$ cat src/rtl/score_keeper.sv
// score_keeper: pong game control with score keeping, serve/point/over sequencing and a 7-segment scan
module score_keeper #(
  parameter int WIN_SCORE    = 7,
  parameter int PAUSE_FRAMES = 60,
  parameter int REFRESH_BITS = 18
) (
  input  logic       clk,
  input  logic       reset,
  input  logic       frame_tick,
  input  logic       miss_left,
  input  logic       miss_right,
  input  logic       start,
  output logic       ball_en,
  output logic       ball_reset,
  output logic       serve_dir,
  output logic [3:0] score1,
  output logic [3:0] score2,
  output logic       game_over,
  output logic       winner,
  output logic [6:0] seg,
  output logic [3:0] an
);
  localparam logic [1:0] IDLE  = 2'd0;
  localparam logic [1:0] PLAY  = 2'd1;
  localparam logic [1:0] POINT = 2'd2;
  localparam logic [1:0] OVER  = 2'd3;

  logic [1:0]              state, nxt;
  logic [7:0]              pause_cnt;
  logic                    start_q;
  logic                    start_rise;
  logic                    won;
  logic                    pause_done;
  logic [REFRESH_BITS-1:0] cnt;
  logic [1:0]              sel;
  logic [3:0]              digit;
  logic [6:0]              dig_seg;
  logic [6:0]              seg_nxt;

  assign start_rise = start & ~start_q;
  assign won        = (score1 == 4'(WIN_SCORE)) || (score2 == 4'(WIN_SCORE));
  assign pause_done = frame_tick && (pause_cnt + 8'd1 == 8'(PAUSE_FRAMES));
  assign sel        = cnt[REFRESH_BITS-1 -: 2];

  // next game state; a win takes priority over the pause timing out
  always_comb begin
    nxt = state;
    case (state)
      IDLE:    nxt = start_rise ? PLAY : IDLE;
      PLAY:    nxt = (miss_left || miss_right) ? POINT : PLAY;
      POINT:   nxt = won ? OVER : pause_done ? PLAY : POINT;
      default: nxt = start_rise ? IDLE : OVER;
    endcase
  end

  // state, scores, serve direction, pause timer and the re-centre pulse
  always_ff @(posedge clk or posedge reset) begin
    if (reset) begin
      state      <= IDLE;
      start_q    <= 1'b0;
      score1     <= 4'd0;
      score2     <= 4'd0;
      serve_dir  <= 1'b0;
      pause_cnt  <= 8'd0;
      ball_reset <= 1'b0;
    end else begin
      state      <= nxt;
      start_q    <= start;
      ball_reset <= 1'b0;
      case (state)
        PLAY: begin
          if (miss_left) begin
            score2     <= score2 + 4'd1;
            serve_dir  <= 1'b0;
            pause_cnt  <= 8'd0;
            ball_reset <= 1'b1;
          end else if (miss_right) begin
            score1     <= score1 + 4'd1;
            serve_dir  <= 1'b1;
            pause_cnt  <= 8'd0;
            ball_reset <= 1'b1;
          end
        end
        POINT: if (!won && frame_tick) pause_cnt <= pause_cnt + 8'd1;
        OVER: begin
          if (start_rise) begin
            score1     <= 4'd0;
            score2     <= 4'd0;
            serve_dir  <= 1'b0;
            ball_reset <= 1'b1;
          end
        end
        default: ;
      endcase
    end
  end

  // status outputs follow the state being entered so they change with it
  always_ff @(posedge clk or posedge reset) begin
    if (reset) begin
      ball_en   <= 1'b0;
      game_over <= 1'b0;
      winner    <= 1'b0;
    end else begin
      ball_en   <= nxt == PLAY;
      game_over <= nxt == OVER;
      winner    <= (nxt == OVER) & ~serve_dir;
    end
  end

  // digit decode, active-low {g,f,e,d,c,b,a}
  always_comb begin
    digit = (sel == 2'd0) ? score2 : score1;
    case (digit)
      4'd0:    dig_seg = 7'b1000000;
      4'd1:    dig_seg = 7'b1111001;
      4'd2:    dig_seg = 7'b0100100;
      4'd3:    dig_seg = 7'b0110000;
      4'd4:    dig_seg = 7'b0011001;
      4'd5:    dig_seg = 7'b0010010;
      4'd6:    dig_seg = 7'b0000010;
      4'd7:    dig_seg = 7'b1111000;
      4'd8:    dig_seg = 7'b0000000;
      4'd9:    dig_seg = 7'b0010000;
      default: dig_seg = 7'h7F;
    endcase
    seg_nxt = (sel == 2'd1) ? 7'h7F :
              (sel == 2'd2) ? (game_over ? 7'b0111111 : 7'h7F) : dig_seg;
  end

  // free-running scan; anode and segments register together
  always_ff @(posedge clk or posedge reset) begin
    if (reset) begin
      cnt <= '0;
      an  <= 4'b1110;
      seg <= 7'b1000000;
    end else begin
      cnt <= cnt + 1'b1;
      an  <= ~(4'b0001 << sel);
      seg <= seg_nxt;
    end
  end
endmodule
$ cat config.mk
export PLATFORM = sky130hd
export DESIGN_NAME = score_keeper
export DESIGN_NICKNAME = d
export VERILOG_FILES = /design/src/rtl/score_keeper.sv
export SDC_FILE = /design/constraint.sdc
export NUM_CORES = 1
export LEC_CHECK = 0
export BUFFER_PORTS_ARGS = -buffer_cell sky130_fd_sc_hd__buf_2
export CORE_UTILIZATION = 50
export DETAILED_ROUTE_END_ITERATION = 6
export PLACE_DENSITY = 0.7
export SKIP_CTS_REPAIR_TIMING = 1
export SYNTH_ARGS = -nofsm -noshare
export SYNTH_HDL_FRONTEND = slang
export SYNTH_SLANG_ARGS = --single-unit
$ cat constraint.sdc
create_clock -name clk -period 6 [get_ports clk]
set_clock_uncertainty 0.2 [all_clocks]
set_input_delay 0.3 -clock clk [delete_from_list [all_inputs] [get_ports clk]]
set_output_delay 0.3 -clock clk [all_outputs]
set_load 0.005 [all_outputs]
==> results.yml <==
layout:
  final_core_util_pct: 58.70
  final_cell_mix: "49 x dfrtp_1, 29 x buf_2, 24 x nand2_1"
  areaGrowthSynthToFinish_pct: 11.11
  n_antenna_cell: 0
  layout_commonest_cell: "dfrtp_1"
  layout-drive-gt1-share_pct: 18.25
  fill_cells: 442
  finish.net_count: 288
critical_path:
  max_stage_delay_ps: 500
  path_class: "flop to flop"
  arrival_ps: 2580
  cp_max_fo: 12
  startpoint_type: "flop"
  critPathSlowestCell: "dfrtp_1"
  path_cells: "nor2_1 > mux2i_1 > inv_1 > ha_1 > nor3b_1 > mux2_2 > a211o_1"
  endpoint_kind: "flop"
  critPathRequiredTime_ps: 6000
drt:
  route.detailed.drc: 0
  num_vias: 1836
  drt-pass1-iter-count: 4
  via_per_inst: 5.384
  routed_wl_um: 4534
  routedWlPerCell_um: 13.30
  ant_nets: 0
  drtIter0Drc: 105
synth:
  syn-cell-area_um2: 2545
  synthArstFlopShare_pct: 100.0
  yosysWarnings: 0
  synth_cells: 243
  synthDominantCellAreaShare_pct: 48.18
  ys_seq_area_share_pct: 52.31
  synthTopCellsByArea: "dfrtp_1 48%, ha_1 4.4%, dfstp_2 4.1%, nand2_1 3.5%, xnor2_1 3.1%"
  synthesis.nets: 258
  ys_types: 48
  synth_ff_type: "dfrtp_1"
  ys_seq_elements: 53
  synth_edf_count: 0
  syn_area_per_cell_um2: 10.47
  yosysTopAreaCell: "dfrtp_1"
timing:
  clock.fmax_ghz: 0.3869
  setup_viol: 0
  relSlewSlack_pct: 29.26
  layout_min_cycle_time_ps: 2585
  rsz0062_at_grt: "no"
  fin_tns_setup_ps: 0
  hold_viol: 0
  drv_slew: 0
  post-route-period-util_pct: 43.08
  worst_pin_slew_ps: 1060
floorplanning:
  ioPinCount: 30
  fp-row-count: 25
  die_h_um: 73.35
  die_width_um: 73.35
  fp.dieArea_um2: 5379
  start_util_pct: 52.83
  core-area_um2: 4817
power:
  power.density_nw_per_um2: 364.7
  max-vdd-ir-drop_mv: 0.1445
  leakage_uw: 0.001424
cts:
  cts_tree: "built"
  htreeDepth: 2
  clk_pin_slew_worst_paths_ps: 100
  cts_buffers: 5
  clock_path_buffers: 2
  cts_num_sinks: 53
  clk_latency_ps: 300
  clockRootBuffer: "clkbuf_8"
flow_run:
  max_cap_viol_count: 0
global_routing:
  grt_max_degree: 54
  grt.overflow.total: 0
  antenna_found_initial: 0
  grt_usage_pct: 18.88
  grt_pass1_wl_um: 7776
  first_global_vias: 1729
placed_design:
  place.gp.congestion: 0.8449
  hpwl_um: 3205
  io_buffer_count: 29
run_status:
  status: "finished clean"
min_path:
  hp-class: "primary input to asynchronous set/reset pin"
[layout make-up]
class                   instances  area [um^2]  share of cell area, %
flip-flops and latches         53         1331                  47.08
multi-input cells             173         1137                  40.22
repair buffers                 30        155.1                  5.487
well taps                      67        83.83                  2.965
clock buffers                   6        72.57                  2.566
inverters                      10        37.54                  1.327
clock inverters                 2        10.01                 0.3540
[worst paths after layout]
path | slack (ps) | cells past startpoint | start | endpoint
hold / removal | 50 | 2 | reset | cnt[1]
min in group clk | 150 | 3 | miss_right | ball_reset
hold reg to reg | 240 | 1 | game_over | seg[6]
setup reg to reg | 3420 | 7 | cnt[16] | seg[0]
setup / recovery | 3420 | 7 | cnt[16] | seg[0]
max in group asynchronous | 4900 | 2 | reset | an[0]
[stage by stage]
stage	total power [uW]	instance area, um^2	hold slack, ps	cells	setup WS (ps)
4_1_cts	1043	2818	-95.77	340	3398
6_report	1031	2828	53.78	341	3415
2_1_floorplan	738.5	2545	131.4	243	3566
3_3_place_gp	838.3	2735	221.7	332	3498
5_1_grt	1117	2828	155.6	341	3160
3_5_place_dp	847.3	2735	224.1	332	3409
[cells by family (layout without fill, tap and decap cells)]
kind of cell | count (synthesis) | count (layout) | synth area share, %
muxes | 8 | 8 | 3.294
buffers and inverters | 17 | 48 | 2.999
DFF | 53 | 53 | 52.31
xor gates and xnor gates | 18 | 18 | 6.195
AOI/OAI and AO/OA | 40 | 40 | 10.52
and+or+nand+nor | 98 | 98 | 20.26
adders and majority gates | 9 | 9 | 4.425
[synthesized netlist by cell type (2+ instances only)]
master and number:
a211o_1 6, a21oi_1 7, and3_1 6, and3b_1 2, buf_2 4, clkbuf_1 2
dfrtp_1 49, dfstp_2 4, ha_1 9, inv_1 10, mux2_2 3, mux2i_1 5
nand2_1 24, nand2b_1 3, nand3_1 15, nand4_1 2, nor2_1 13, nor2b_1 5
nor3_1 10, nor3b_1 3, nor4_1 4, o21ai_0 12, o31ai_1 2, or2_2 2
or3_1 2, xnor2_1 9, xor2_1 9
[sequential cells by signal (all words and copies together) (netlist names)]
register    cells
ball_en         1
game_over       1
state           2
ball_reset      1
start_q         1
seg             7
pause_cnt       8
cnt            18
score2          4
an              4
winner          1
score1          4
serve_dir       1
[metal layers]
layer  share of wire [%]  wire length [um]  track usage (%)  vias to the layer above
met2                  47              2135            30.76                       35
li1                    -                 -                -                      917
met4                 1.4                65            7.265                        0
met3                 3.3               151            4.115                        5
met1                  48              2182            24.65                      879
met5                   0                 0                0                        -
[critical path, delay by kind of cell, from the launching register on]
| family | cells | cell delay [ps] |
|---|---|---|
| AND/OR/NAND/NOR | 2 | 520 |
| multiplexers | 2 | 700 |
| buffers and inverters | 1 | 110 |
| AO/OA/AOI/OAI | 1 | 270 |
| adder cells (fa/ha/maj) | 1 | 190 |
| flip-flops | 1 | 500 |
[report_power, final]
part / internal (uW) / switching [uW] / total, uW
sequential: 430 / 73.2 / 504
combinational: 160 / 173 / 333
clock: 81.2 / 113 / 194
total: 672 / 359 / 1030
(Power assumes the default switching activity.)
